<file path="src/rtl/vc_credit_sender.sv">
// vc_credit_sender: credit-based, round-robin virtual-channel link sender.
// Each VC owns a credit counter for its downstream buffer. Among requesting
// VCs that have credit, one is granted per cycle (round-robin), popped
// upstream through vc_grant and sent on the link one cycle later.
//
// Optional feature: define VC_CREDIT_ERR_EN to enable the sticky credit_err
// flag for credits returned to an already-full counter. Without it,
// credit_err is tied to 0.
//
// Ports:
//   clk           clock, rising edge
//   clr           asynchronous active-high reset
//   vc_req        per-VC "flit ready" from upstream
//   flit_in       packed per-VC flits, VC i at [i*FLIT_W +: FLIT_W]
//   credit_valid  one credit returned this cycle
//   credit_vc     VC index of the returned credit
//   vc_grant      combinational one-hot (or zero) pop to upstream
//   flit_out      registered flit to the link
//   flit_valid    registered flit_out qualifier
//   flit_vc       registered VC index of flit_out
//   credit_err    sticky credit-overflow flag
module vc_credit_sender #(
  parameter int unsigned NUM_VC       = 4,
  parameter int unsigned FLIT_W       = 16,
  parameter int unsigned CREDIT_DEPTH = 4
) (
  input  logic                        clk,
  input  logic                        clr,
  input  logic [NUM_VC-1:0]           vc_req,
  input  logic [NUM_VC*FLIT_W-1:0]    flit_in,
  input  logic                        credit_valid,
  input  logic [$clog2(NUM_VC)-1:0]   credit_vc,
  output logic [NUM_VC-1:0]           vc_grant,
  output logic [FLIT_W-1:0]           flit_out,
  output logic                        flit_valid,
  output logic [$clog2(NUM_VC)-1:0]   flit_vc,
  output logic                        credit_err
);

  localparam int unsigned VC_W  = $clog2(NUM_VC);
  localparam int unsigned CNT_W = $clog2(CREDIT_DEPTH + 1);

  localparam logic [CNT_W-1:0] CRED_FULL = CNT_W'(CREDIT_DEPTH);
  localparam logic [VC_W-1:0]  PTR_RST   = VC_W'(NUM_VC - 1);

  logic [CNT_W-1:0]  credit_q [NUM_VC];
  logic [CNT_W-1:0]  credit_d [NUM_VC];
  logic [VC_W-1:0]   rr_ptr_q, rr_ptr_d;
  logic [FLIT_W-1:0] flit_out_q, flit_out_d;
  logic              flit_valid_q, flit_valid_d;
  logic [VC_W-1:0]   flit_vc_q, flit_vc_d;

  logic [NUM_VC-1:0] eligible;
  logic [NUM_VC-1:0] credit_ret;
  logic              grant_found;
  logic [VC_W-1:0]   grant_idx;
  logic [VC_W-1:0]   search_idx;

  // Eligibility uses registered credit, so a returned credit helps next cycle.
  always_comb begin
    eligible   = '0;
    credit_ret = '0;
    for (int unsigned i = 0; i < NUM_VC; i++) begin
      eligible[i]   = vc_req[i] && (credit_q[i] != '0);
      credit_ret[i] = credit_valid && (credit_vc == VC_W'(i));
    end
  end

  // Round-robin search from rr_ptr+1; NUM_VC is a power of two so the
  // VC_W-bit add wraps modulo NUM_VC. Reset suppresses any grant.
  always_comb begin
    grant_found = 1'b0;
    grant_idx   = '0;
    search_idx  = '0;
    vc_grant    = '0;
    for (int unsigned k = 1; k <= NUM_VC; k++) begin
      search_idx = rr_ptr_q + VC_W'(k);
      if (!grant_found && eligible[search_idx]) begin
        grant_found = 1'b1;
        grant_idx   = search_idx;
      end
    end
    if (clr) begin
      grant_found = 1'b0;
    end
    if (grant_found) begin
      vc_grant[grant_idx] = 1'b1;
    end
  end

  // Pointer and link register next state; flit/vc hold when nothing is sent.
  always_comb begin
    rr_ptr_d     = rr_ptr_q;
    flit_out_d   = flit_out_q;
    flit_vc_d    = flit_vc_q;
    flit_valid_d = grant_found;
    if (grant_found) begin
      rr_ptr_d  = grant_idx;
      flit_vc_d = grant_idx;
      for (int unsigned i = 0; i < NUM_VC; i++) begin
        if (vc_grant[i]) begin
          flit_out_d = flit_in[i*FLIT_W +: FLIT_W];
        end
      end
    end
  end

  // Credit update: grant and return on the same VC cancel; a return to a
  // full counter is dropped (saturation).
  always_comb begin
    for (int unsigned i = 0; i < NUM_VC; i++) begin
      credit_d[i] = credit_q[i];
      if (vc_grant[i] && !credit_ret[i]) begin
        credit_d[i] = credit_q[i] - CNT_W'(1);
      end else if (!vc_grant[i] && credit_ret[i]) begin
        if (credit_q[i] != CRED_FULL) begin
          credit_d[i] = credit_q[i] + CNT_W'(1);
        end
      end
    end
  end

  // State registers.
  always_ff @(posedge clk or posedge clr) begin
    if (clr) begin
      for (int unsigned i = 0; i < NUM_VC; i++) begin
        credit_q[i] <= CRED_FULL;
      end
      rr_ptr_q     <= PTR_RST;
      flit_out_q   <= '0;
      flit_valid_q <= 1'b0;
      flit_vc_q    <= '0;
    end else begin
      for (int unsigned i = 0; i < NUM_VC; i++) begin
        credit_q[i] <= credit_d[i];
      end
      rr_ptr_q     <= rr_ptr_d;
      flit_out_q   <= flit_out_d;
      flit_valid_q <= flit_valid_d;
      flit_vc_q    <= flit_vc_d;
    end
  end

  assign flit_out   = flit_out_q;
  assign flit_valid = flit_valid_q;
  assign flit_vc    = flit_vc_q;

`ifdef VC_CREDIT_ERR_EN
  logic credit_err_q, credit_err_d, credit_drop;

  // Flag a return that lands on a full counter with no same-cycle grant.
  always_comb begin
    credit_drop = 1'b0;
    for (int unsigned i = 0; i < NUM_VC; i++) begin
      if (credit_ret[i] && !vc_grant[i] && (credit_q[i] == CRED_FULL)) begin
        credit_drop = 1'b1;
      end
    end
    credit_err_d = credit_err_q | credit_drop;
  end

  always_ff @(posedge clk or posedge clr) begin
    if (clr) begin
      credit_err_q <= 1'b0;
    end else begin
      credit_err_q <= credit_err_d;
    end
  end

  assign credit_err = credit_err_q;
`else
  assign credit_err = 1'b0;
`endif

endmodule

</file>
<file path="config.mk">
export PLATFORM = sky130hd
export DESIGN_NAME = vc_credit_sender
export DESIGN_NICKNAME = d
export VERILOG_FILES = /design/src/rtl/vc_credit_sender.sv
export SDC_FILE = /design/constraint.sdc
export NUM_CORES = 1
export LEC_CHECK = 0
export CORE_ASPECT_RATIO = 1.4
export CORE_MARGIN = 1
export CORE_UTILIZATION = 40
export CTS_BUF_LIST = sky130_fd_sc_hd__clkbuf_4
export CTS_CLUSTER_SIZE = 28
export DETAILED_ROUTE_END_ITERATION = 6
export PLACE_DENSITY = 0.78
export RECOVER_POWER = 50
export SLEW_MARGIN = 10
export SYNTH_ARGS = -nofsm -noshare
export SYNTH_HDL_FRONTEND = slang
export SYNTH_SLANG_ARGS = --single-unit
</file>
<file path="constraint.sdc">
create_clock -name clk -period 2.7 [get_ports clk]
set_input_delay 0.27 -clock clk [delete_from_list [all_inputs] [get_ports clk]]
set_output_delay 0.27 -clock clk [all_outputs]
set_load 0.01 [all_outputs]
</file>
=== Word level (Yosys, flattened, before mapping) ===
Index checks and enable logic that the tools add are counted.

* Add/sub/neg operators: 11
* Magnitude comparators: 6
* Equality and inequality tests: 7
* Mux-type cells: 36
* Reduce and logical (&&, ||, !) cells: 50

{| class="wikitable"
|+ Operators by type and width
! operator !! count
|-
| 16-bit 2-to-1 mux || 4
|-
| 3-bit 2-to-1 mux || 12
|-
| 1-bit logical AND || 20
|-
| 2-bit nonzero test || 8
|-
| 2-bit by 3-bit < comparator with 1-bit output, second input constant || 5
|-
| 3-bit by 1-bit adder with 3-bit output, second input constant || 4
|-
| 3-bit inequality test, second input constant || 4
|-
| 3-bit nonzero test || 4
|-
| 3-bit by 1-bit subtractor with 3-bit output, second input constant || 4
|-
| 1-bit logical NOT || 11
|-
| 1-bit 2-to-1 mux || 10
|-
| 2-bit AND reduction || 5
|-
| 1-bit binary-select mux with 2-bit select || 4
|-
| 2-bit 2-to-1 mux || 4
|-
| 2-bit adder, second input constant || 2
|-
| 2-bit equality test, second input constant || 2
|-
| 4-bit 2-to-1 mux || 1
|-
| 4-bit nonzero test || 1
|-
| 2-bit by 1-bit adder with 2-bit output, second input constant || 1
|-
| 1-bit demux with 2-bit select || 1
|-
| 2-bit by 1-bit equality test with 1-bit output, second input constant || 1
|-
| 2-bit by 1-bit >= comparator with 1-bit output, second input constant || 1
|-
| 2-bit logical NOT || 1
|}

* Bits in registers: 33
* Input port bits: 73
* Output and inout bits: 24
* Logic and storage cells: 118

=== Longest topological paths before layout ===
* Depth in word-level cells: 23
* Mapped depth: 14
* Mapped depth without buffers: 13

=== Least setup slack after synthesis ===
Ideal clock, no wire load.

* Path kind: input-to-reg
* Start: in clr
* End: reg credit_q[8] (netlist bit)
* Setup time: 0.089 ns
* Data arrival time: 3.274 ns
* Required time: 2.611 ns
* Slack: -0.663 ns
* Stages on the path: 13
* Buffers on the path: 1
* Cell sequence: inv_1 > o31ai_4 > inv_2 > clkbuf_1 > nand2_1 > nor2_1 > ha_1 > inv_1 > fa_1 > a2111oi_0 > a21oi_1 > nor2_1 > a221oi_1

* Longest elaborated chain between the ends: 6
* Elaborated cells between the ends (all ways): 9
* Those cells by class: mux: 3; reduce/logical: 6

{| class="wikitable"
|+ Ends and longest elaborated chain
! element !! RTL line !! text
|-
| start, declared || 28 || <nowiki>input logic clr,</nowiki>
|-
| 1-bit 2-to-1 mux * || 83 || <nowiki>if (clr) begin</nowiki>
|-
| via flit_valid_d || 50 || <nowiki>logic flit_valid_q, flit_valid_d;</nowiki>
|-
| 4-bit 2-to-1 mux * || 86 || <nowiki>if (grant_found) begin</nowiki>
|-
| via vc_grant[1] || 33 || <nowiki>output logic [NUM_VC-1:0] vc_grant,</nowiki>
|-
| 1-bit logical NOT || 115 || <nowiki>end else if (!vc_grant[i] && credit_ret[i]) begin</nowiki>
|-
| 1-bit logical AND || 115 ||
|-
| 2-bit nonzero test (no line) || n/a ||
|-
| 2-bit AND reduction (no line) || n/a ||
|-
| end signal, assigned by index || 135 || <nowiki>credit_q[i] <= credit_d[i];</nowiki>
|-
| end, declared || 46 || <nowiki>logic [CNT_W-1:0] credit_q [NUM_VC];</nowiki>
|}

The timed path passes the listed nets; every way through them passes the cells marked *.
A chain may end at the register's enable or synchronous reset.

=== Worst setup path in the final report ===
* Start: reg credit_q[7] (netlist bit)
* End: reg credit_q[5] (netlist bit)

* Longest elaborated chain between the ends: 23
* Elaborated cells between the ends (all ways): 38
* Those cells by class: order compare: 2; mux: 21; reduce/logical: 15

{| class="wikitable"
|+ Ends and longest elaborated chain
! element !! RTL line !! text
|-
| 3-bit nonzero test * || 64 || <nowiki>eligible[i] = vc_req[i] && (credit_q[i] != '0);</nowiki>
|-
| 1-bit logical AND * || 64 ||
|-
| 1-bit binary-select mux with 2-bit select || 78 || <nowiki>if (!grant_found && eligible[search_idx]) begin</nowiki>
|-
| 1-bit 2-to-1 mux (implied by the code) || 78 ||
|-
| 1-bit 2-to-1 mux || 78 ||
|-
| 1-bit logical NOT || 78 ||
|-
| 1-bit logical AND || 78 ||
|-
| 1-bit 2-to-1 mux || 78 ||
|-
| [... 7 more ...] || n/a ||
|-
| 1-bit logical AND (implied by the code) || 87 || <nowiki>vc_grant[grant_idx] = 1'b1;</nowiki>
|-
| 1-bit 2-to-1 mux (implied by the code) || 87 ||
|-
| 1-bit demux with 2-bit select || 87 ||
|-
| 4-bit 2-to-1 mux * || 86 ||
|-
| 1-bit logical NOT || 115 ||
|-
| 1-bit logical AND || 115 ||
|-
| 2-bit nonzero test (no line) || n/a ||
|-
| 2-bit AND reduction (no line) || n/a ||
|}

Mark *: on every way between the ends. The rest lies on a longest branch, timed or not. The select of a mux whose other input is x is not followed.

==> results.md <==
STA
• transition at the pin with the smallest max-transition slack: 1850 ps
• number of hold-slack violations in the final timing report: 0
• fin worst setup slack: -68.2 ps
• headroom to the max-slew limit: -23.1%
• final count of pins violating max slew: 34
• part of the cycle the worst path needs: 103%
• post-route clock skew: 20.1 ps
• setup repair after global routing missed its margin: yes
• clock period minus worst slack: 2770 ps
• peak clock frequency supported by timing: 0.361 GHz
• total of endpoints with negative setup slack in the final report: 2
• worst hold slack: 490 ps

Layout
• number of nets in the finished design: 487
• fraction of final layout cells with drive strength greater than 1: 24.6%
• final core utilization: 69.9%
• area growth from synthesis to layout: 65.6%
• post-route cell area: 0.00395 mm^2
• filler-free cell count of the finished design: 475
• # fillers: 440

Worst setup path
• Max Fanout on Critical Path: 4
• CP startpoint kind: flip-flop
• CP Data Arrival Time: 3050 ps
• path type of the worst setup path: reg2reg
• crit end category: flip-flop
• delay of the slowest critical-path stage: 450 ps
• Crit path top cell by count: sky130_fd_sc_hd__buf_6
• Worst EP required: 2980 ps
• critical path, cell by cell: o31ai_4 -> buf_6 -> buf_4 -> o21bai_1 -> a22oi_2 -> nand2_2 -> nor3_4 -> buf_6 -> ha_4 -> inv_2 -> fa_2 -> a211oi_2 -> a21oi_1 -> o21ai_1 -> o31ai_1
• Max stage delay cell, worst path: sky130_fd_sc_hd__dfrtp_2

Clocking
• TritonCTS Buffers: 5
• buffers from clock root to sink, at most: 2
• clock latency reported for the late side of the worst-skew pair: 360 ps
• clock-pin slew reported for the worst setup and hold paths after clock tree synthesis: 120 ps
• Root Buffer Master: sky130_fd_sc_hd__clkbuf_4
• TritonCTS clock tree: done
• number of levels in the clock H-tree: 2
• total number of clock tree sinks: 33
• hold_buf cts: 0

Global route
• sum of overflow across all layers after global routing: 0
• overall global routing resource usage: 26.9%
• number of antenna violations at the first check in global routing: 1
• via count of the first global-routing pass: 2,729
• maximum number of pins on one net before global-route repair: 34
• wire length of the first global-routing pass: 12,800 um

Power
• switching share of total power: 43.9%
• Peak supply drop: 0.000694 V
• internal power of the cells: 2340 uW
• Seq pwr share: 23.3%
• Static Leakage: 0.00159 uW
• total power: 4170 uW
• share of total power in combinational logic: 67.6%
• Cell Pwr Density: 1060 mW/mm^2
• switching power summed over all nets: 1830 uW
• portion of total power attributed to the clock network: 9.1%

Synthesis
• number of flops mapped to enable cells by yosys: 0
• sequential element share of the synthesized area: 35.0%
• Netlist Area Pre-Place: 0.00238 mm^2
• Ys Warns: 0
• number of distinct library cells after synthesis: 45
• post-synthesis async set-or-reset flop share: 100%
• synthesized flop and latch total: 33
• mean instance size in the synthesized netlist: 8.76 um^2
• Gate Count Post-Synth: 272
• Synthesized Nets: 353
• most used flip-flop cell after synthesis: sky130_fd_sc_hd__dfrtp_1

Die
• Std-Cell Rows: 32
• Die Area: 0.00628 mm^2
• Initial Util: 42.2%
• number of ports placed on the die boundary: 97
• vertical die dimension: 93.3 um
• total core area: 0.00565 mm^2
• overall die width: 67.2 um

Drt
• remaining antenna violation count: 0
• detailed router's first-iteration violation count: 214
• via count: 2,765
• detailed-route wire length per cell: 17.1 um
• Residual DRC: 0
• Pre-Repair DR Iteration Count: 4
• met3 WL post-DR: 453 um
• Top Metal Used: met4
• routed metal-1 wirelength: 3080 um
• Post-Route WL: 8100 um
• post-DR vias/cell: 5.82
• wire length on met2: 4360 um

Placed design
• post-detail-place hpwl: 5540 um
• weighted congestion at the end of routability-driven global placement: 0.862
• number of I/O port buffers: 95
• total cell area at the placement stage: 0.00371 mm^2
• number of cells after detailed placement: 454

Run
• max-cap check violation count: 1

Worst hold path
• class of the most critical hold timing path: in2reg

Outcome
• result of the run: finished, violations left
• violations in the final reports: max-capacitance violations, max-slew violations, negative setup slack

## path summary, 6_finish.rpt
| kind | start | end | slack, ps | depth (start not counted) |
|---|---|---|---|---|
| worst max-delay path | credit_q[7]$_DFFE_PP0P_ | credit_q[5]$_DFFE_PP1P_ | -70 | 15 |
| worst min-delay path | flit_in[48] | flit_out[0]$_DFFE_PP0P_ | 490 | 3 |
| worst max register to register | credit_q[7]$_DFFE_PP0P_ | credit_q[5]$_DFFE_PP1P_ | -70 | 15 |
| worst min register to register | flit_vc[1]$_DFFE_PP0P_ | flit_vc[1]$_DFFE_PP0P_ | 500 | 1 |
| max in group asynchronous | clr | credit_q[7]$_DFFE_PP0P_ | 300 | 3 |
| min in group asynchronous | clr | flit_out[7]$_DFFE_PP0P_ | 1210 | 3 |
## metal layers
layer	up-vias	GRT usage [%]
li1	1303	-
met1	1336	30.1
met2	109	48.4
met3	17	3.66
met4	0	12.6
met5	-	0
## placed cells by master, fill, tap and decap left out, types with 4 or more instances in the layout
cell	netlist	final
sky130_fd_sc_hd__o21ai_0	17	14
sky130_fd_sc_hd__fa_2	0	4
sky130_fd_sc_hd__a21boi_0	16	16
sky130_fd_sc_hd__dfrtp_1	27	26
sky130_fd_sc_hd__a21oi_1	28	27
sky130_fd_sc_hd__dlygate4sd3_1	0	10
sky130_fd_sc_hd__inv_1	21	17
sky130_fd_sc_hd__clkdlybuf4s50_1	0	81
sky130_fd_sc_hd__ha_4	0	4
sky130_fd_sc_hd__nor2_1	10	8
sky130_fd_sc_hd__o22ai_1	17	17
sky130_fd_sc_hd__clkbuf_4	0	5
sky130_fd_sc_hd__o21ai_1	23	26
sky130_fd_sc_hd__o31ai_1	4	4
sky130_fd_sc_hd__dfstp_2	6	6
sky130_fd_sc_hd__a31oi_1	20	20
sky130_fd_sc_hd__buf_4	1	45
sky130_fd_sc_hd__o31ai_4	3	4
sky130_fd_sc_hd__and3_1	16	16
## cells in the mapped netlist, types with 2 or more instances
| master | n | share of area, % |
|---|---|---|
| sky130_fd_sc_hd__a21oi_1 | 28 | 5.9 |
| sky130_fd_sc_hd__inv_1 | 21 | 3.3 |
| sky130_fd_sc_hd__buf_2 | 9 | 1.9 |
| sky130_fd_sc_hd__xor2_1 | 3 | 1.1 |
| sky130_fd_sc_hd__a31oi_1 | 20 | 5.2 |
| sky130_fd_sc_hd__o31a_1 | 2 | 0.74 |
| sky130_fd_sc_hd__o21ai_0 | 17 | 3.6 |
| sky130_fd_sc_hd__nand2_2 | 2 | 0.52 |
| sky130_fd_sc_hd__dfstp_2 | 6 | 6.6 |
| sky130_fd_sc_hd__nor3_1 | 2 | 0.42 |
| sky130_fd_sc_hd__nand3_1 | 2 | 0.42 |
| sky130_fd_sc_hd__o31ai_1 | 4 | 1.3 |
| sky130_fd_sc_hd__buf_6 | 2 | 0.94 |
| sky130_fd_sc_hd__nand3b_1 | 2 | 0.63 |
| sky130_fd_sc_hd__nor2_1 | 10 | 1.6 |
| sky130_fd_sc_hd__and3_1 | 16 | 4.2 |
| sky130_fd_sc_hd__o31ai_4 | 3 | 2.7 |
| sky130_fd_sc_hd__a21boi_0 | 16 | 5.0 |
| sky130_fd_sc_hd__o22ai_1 | 17 | 4.5 |
| sky130_fd_sc_hd__clkbuf_1 | 4 | 0.63 |
| sky130_fd_sc_hd__a211oi_1 | 3 | 0.94 |
| sky130_fd_sc_hd__fa_1 | 4 | 3.4 |
| sky130_fd_sc_hd__nand2_1 | 3 | 0.47 |
| sky130_fd_sc_hd__ha_1 | 4 | 2.1 |
| sky130_fd_sc_hd__dfrtp_1 | 27 | 28 |
| sky130_fd_sc_hd__a311o_1 | 4 | 1.7 |
| sky130_fd_sc_hd__o21ai_1 | 23 | 4.8 |
## logic make-up (layout without fill, tap and decap cells)
| kind of cell | after synthesis | in the layout | synth area share [%] |
|---|---|---|---|
| xor+xnor | 3 | 3 | 1.10 |
| compound gates | 149 | 149 | 41.7 |
| simple gates | 40 | 40 | 9.34 |
| other cells | 1 | 2 | 0.157 |
| buf+inv | 38 | 172 | 7.24 |
| fa+ha+maj | 8 | 8 | 5.46 |
| flops | 33 | 33 | 35.0 |
## sequential cells by signal (all words and copies together), names as in the netlist
signal	flops
credit_q	12
flit_out	16
flit_valid	1
flit_vc	2
rr_ptr_q	2
## cell type report
type                            instances  area, um^2  area share [%]
Timing Repair Buffer                  143        1330            33.6
Inverter                               22        86.3            2.19
Antenna cell                            1        2.50          0.0634
Tap cell                               68        85.1            2.16
Clock inverter                          2        35.0           0.888
Multi-Input combinational cell        201        1540            39.0
Clock buffer                            5        37.5           0.951
Sequential cell                        33         835            21.1
## power by group through the flow
stage / combinational [uW] / sequential, uW / clock (uW)
after detailed placement: 2570 / 991 / 0
after floorplan: 1530 / 1040 / 0
after global placement: 2490 / 988 / 0
after CTS: 2770 / 968 / 377
final: 2820 / 972 / 378
after global routing: 3080 / 1000 / 400
## worst max-delay path: cells and delay by family, from the launching register on
family                   cells  cell delay [ps]
AO/OA/AOI/OAI                7              990
adder cells (fa/ha/maj)      2              500
flip-flops                   1              450
buffers and inverters        4              440
AND/OR/NAND/NOR              2              310
## stage by stage
stage          setup WS, ps  setup TNS, ps
3_5_place_dp           -269           -857
3_3_place_gp           -166           -449
4_1_cts               -38.7          -61.2
5_1_grt                -163           -466
2_1_floorplan          -185           -576
6_report              -68.2          -77.0
## what timing repair did
| action | 4_1_cts | 5_1_grt |
|---|---|---|
| buffers inserted | 11 | 2 |
| pin swaps | 8 | 9 |
| setup endpoints to repair | 6 | 6 |
| gates resized for setup | 12 | 9 |
Power figures use the tool's default switching activity.
==> patch (config.mk and constraints unchanged) <==
`NUM_VC`: 4 -> 8.
--- a/src/rtl/vc_credit_sender.sv
+++ b/src/rtl/vc_credit_sender.sv
@@ -20,7 +20,7 @@
 //   flit_vc       registered VC index of flit_out
 //   credit_err    sticky credit-overflow flag
 module vc_credit_sender #(
-  parameter int unsigned NUM_VC       = 4,
+  parameter int unsigned NUM_VC       = 8,
   parameter int unsigned FLIT_W       = 16,
   parameter int unsigned CREDIT_DEPTH = 4
 ) (
Interface: changed (5 resized); port bits go from 97 to 171. No check against the original RTL was run, so the function may have changed too.
==> patch against the unedited design <==
The run still ends with capacitance limit, slew limit, setup timing left. Final area increased by 140%. Via count increased to 2.6 times the old value. Worst setup slack got worse by 1.6 ns. Global-route usage increased by 8.6 points. Sequential cell count increased by 14. Count of clock-buffer cells in the layout increased by 1. First-iteration DRC count increased by 100%. Synthesized area increased by 110%. Sequential share of layout area decreased by 8.7 points. Routed wire length increased to 3.1 times the old value. Highest routed layer unchanged. Die area increased by 110%.
Power is left out: the tool's default activity adds up to more than one toggle a clock period on the data nets, which glitch-free logic cannot reach.
==> patch: results (changes against the unedited design) <==
[synthesis]
syn_inst = 622  ; +130%
synth_xor_xnor_area_share = 0.01884  ; +0.007821
yosys-top-cells-area = dfrtp_1 (18%), dfstp_2 (5.7%), inv_1 (4.0%), a21oi_1 (3.6%), fa_1 (3.1%)
ys_seq_area_frac = 0.2327  ; -0.1169
syn-num-nets = 782  ; +120%

[critical_path]
crit_start = rr_ptr_q[0]
reg2regPathDepth = 17  ; +2
arrival_ns = 4.72  ; +1.67 ns
cp_max_fo = 6  ; +2
r2r_end = credit_q[2]
critPathMaxStageDelay_ns = 0.60  ; +0.15 ns

[routing]
via_per_inst = 6.287  ; +8.0%
wl_met1_mm = 8.546  ; +180%
drt_iter0_markers = 429  ; +100%
vias = 7073  ; +160%

[sta]
layout_setup_ws_ns = -1.678  ; -1.610 ns
fin_crit_ns = 4.378  ; +1.610 ns
setup_viol_count_final = 55  ; +53
whs_ns = 0.4474  ; -0.04282 ns
drv_slew = 32  ; -5.9%
fin_setup_tns_ns = -68.73  ; -68.66 ns

[worst_hold_path]
min_from = flit_in[120]

[clock_network]
cts_resized = 125  ; +113
clk_pin_slew_ns = 0.17  ; +0.05 ns

[finish]
layout.nets = 1133  ; +130%

[run]
drv_cap = 1  ; unchanged

[global_route]
grt.met1_usage = 0.3731  ; +0.07253
grt_max_degree = 32  ; -5.9%
grt_pass1_vias = 7033  ; +160%

[placed_design]
hpwl_mm = 18.08  ; +230%

[status]
violations = capacitance limit, slew limit, setup timing
outcome = finished, violations left

==> patch: cell types whose count changed in the layout (fill, tap and decap cells not counted), moves of 15 or more <==
cell and delta:
nand3_1 +18, a21boi_0 -16, o211a_1 +16, buf_4 +104
o22ai_1 -15, and3_1 -16, buf_6 +52, clkdlybuf4s50_1 +79
o211ai_1 +21, inv_1 +26, nand2_1 +29
==> patch: how the worst max path moves through the flow <==
stage,to,cells after the start,slack (ns)
5_1_grt,credit_q[2],18,-1.73
3_5_place_dp,credit_q[17],17,-1.43
3_3_place_gp,credit_q[17],17,-1.35
6_report,credit_q[2],17,-1.68
4_1_cts,credit_q[2],18,-1.43
2_1_floorplan,credit_q[5],20,-1.52
==> patch: layout make-up <==
class,instances,area (um^2),share of cell area
Multi-Input combinational cell,480,4214,0.4405
Timing Repair Buffer,383,3671,0.3837
Tap cell,150,187.7,0.01962
Clock buffer,6,45.04,0.004708
Clock inverter,2,16.27,0.001700
Antenna cell,1,2.502,0.0002616
Inverter,56,240.2,0.02511
Sequential cell,47,1190,0.1244
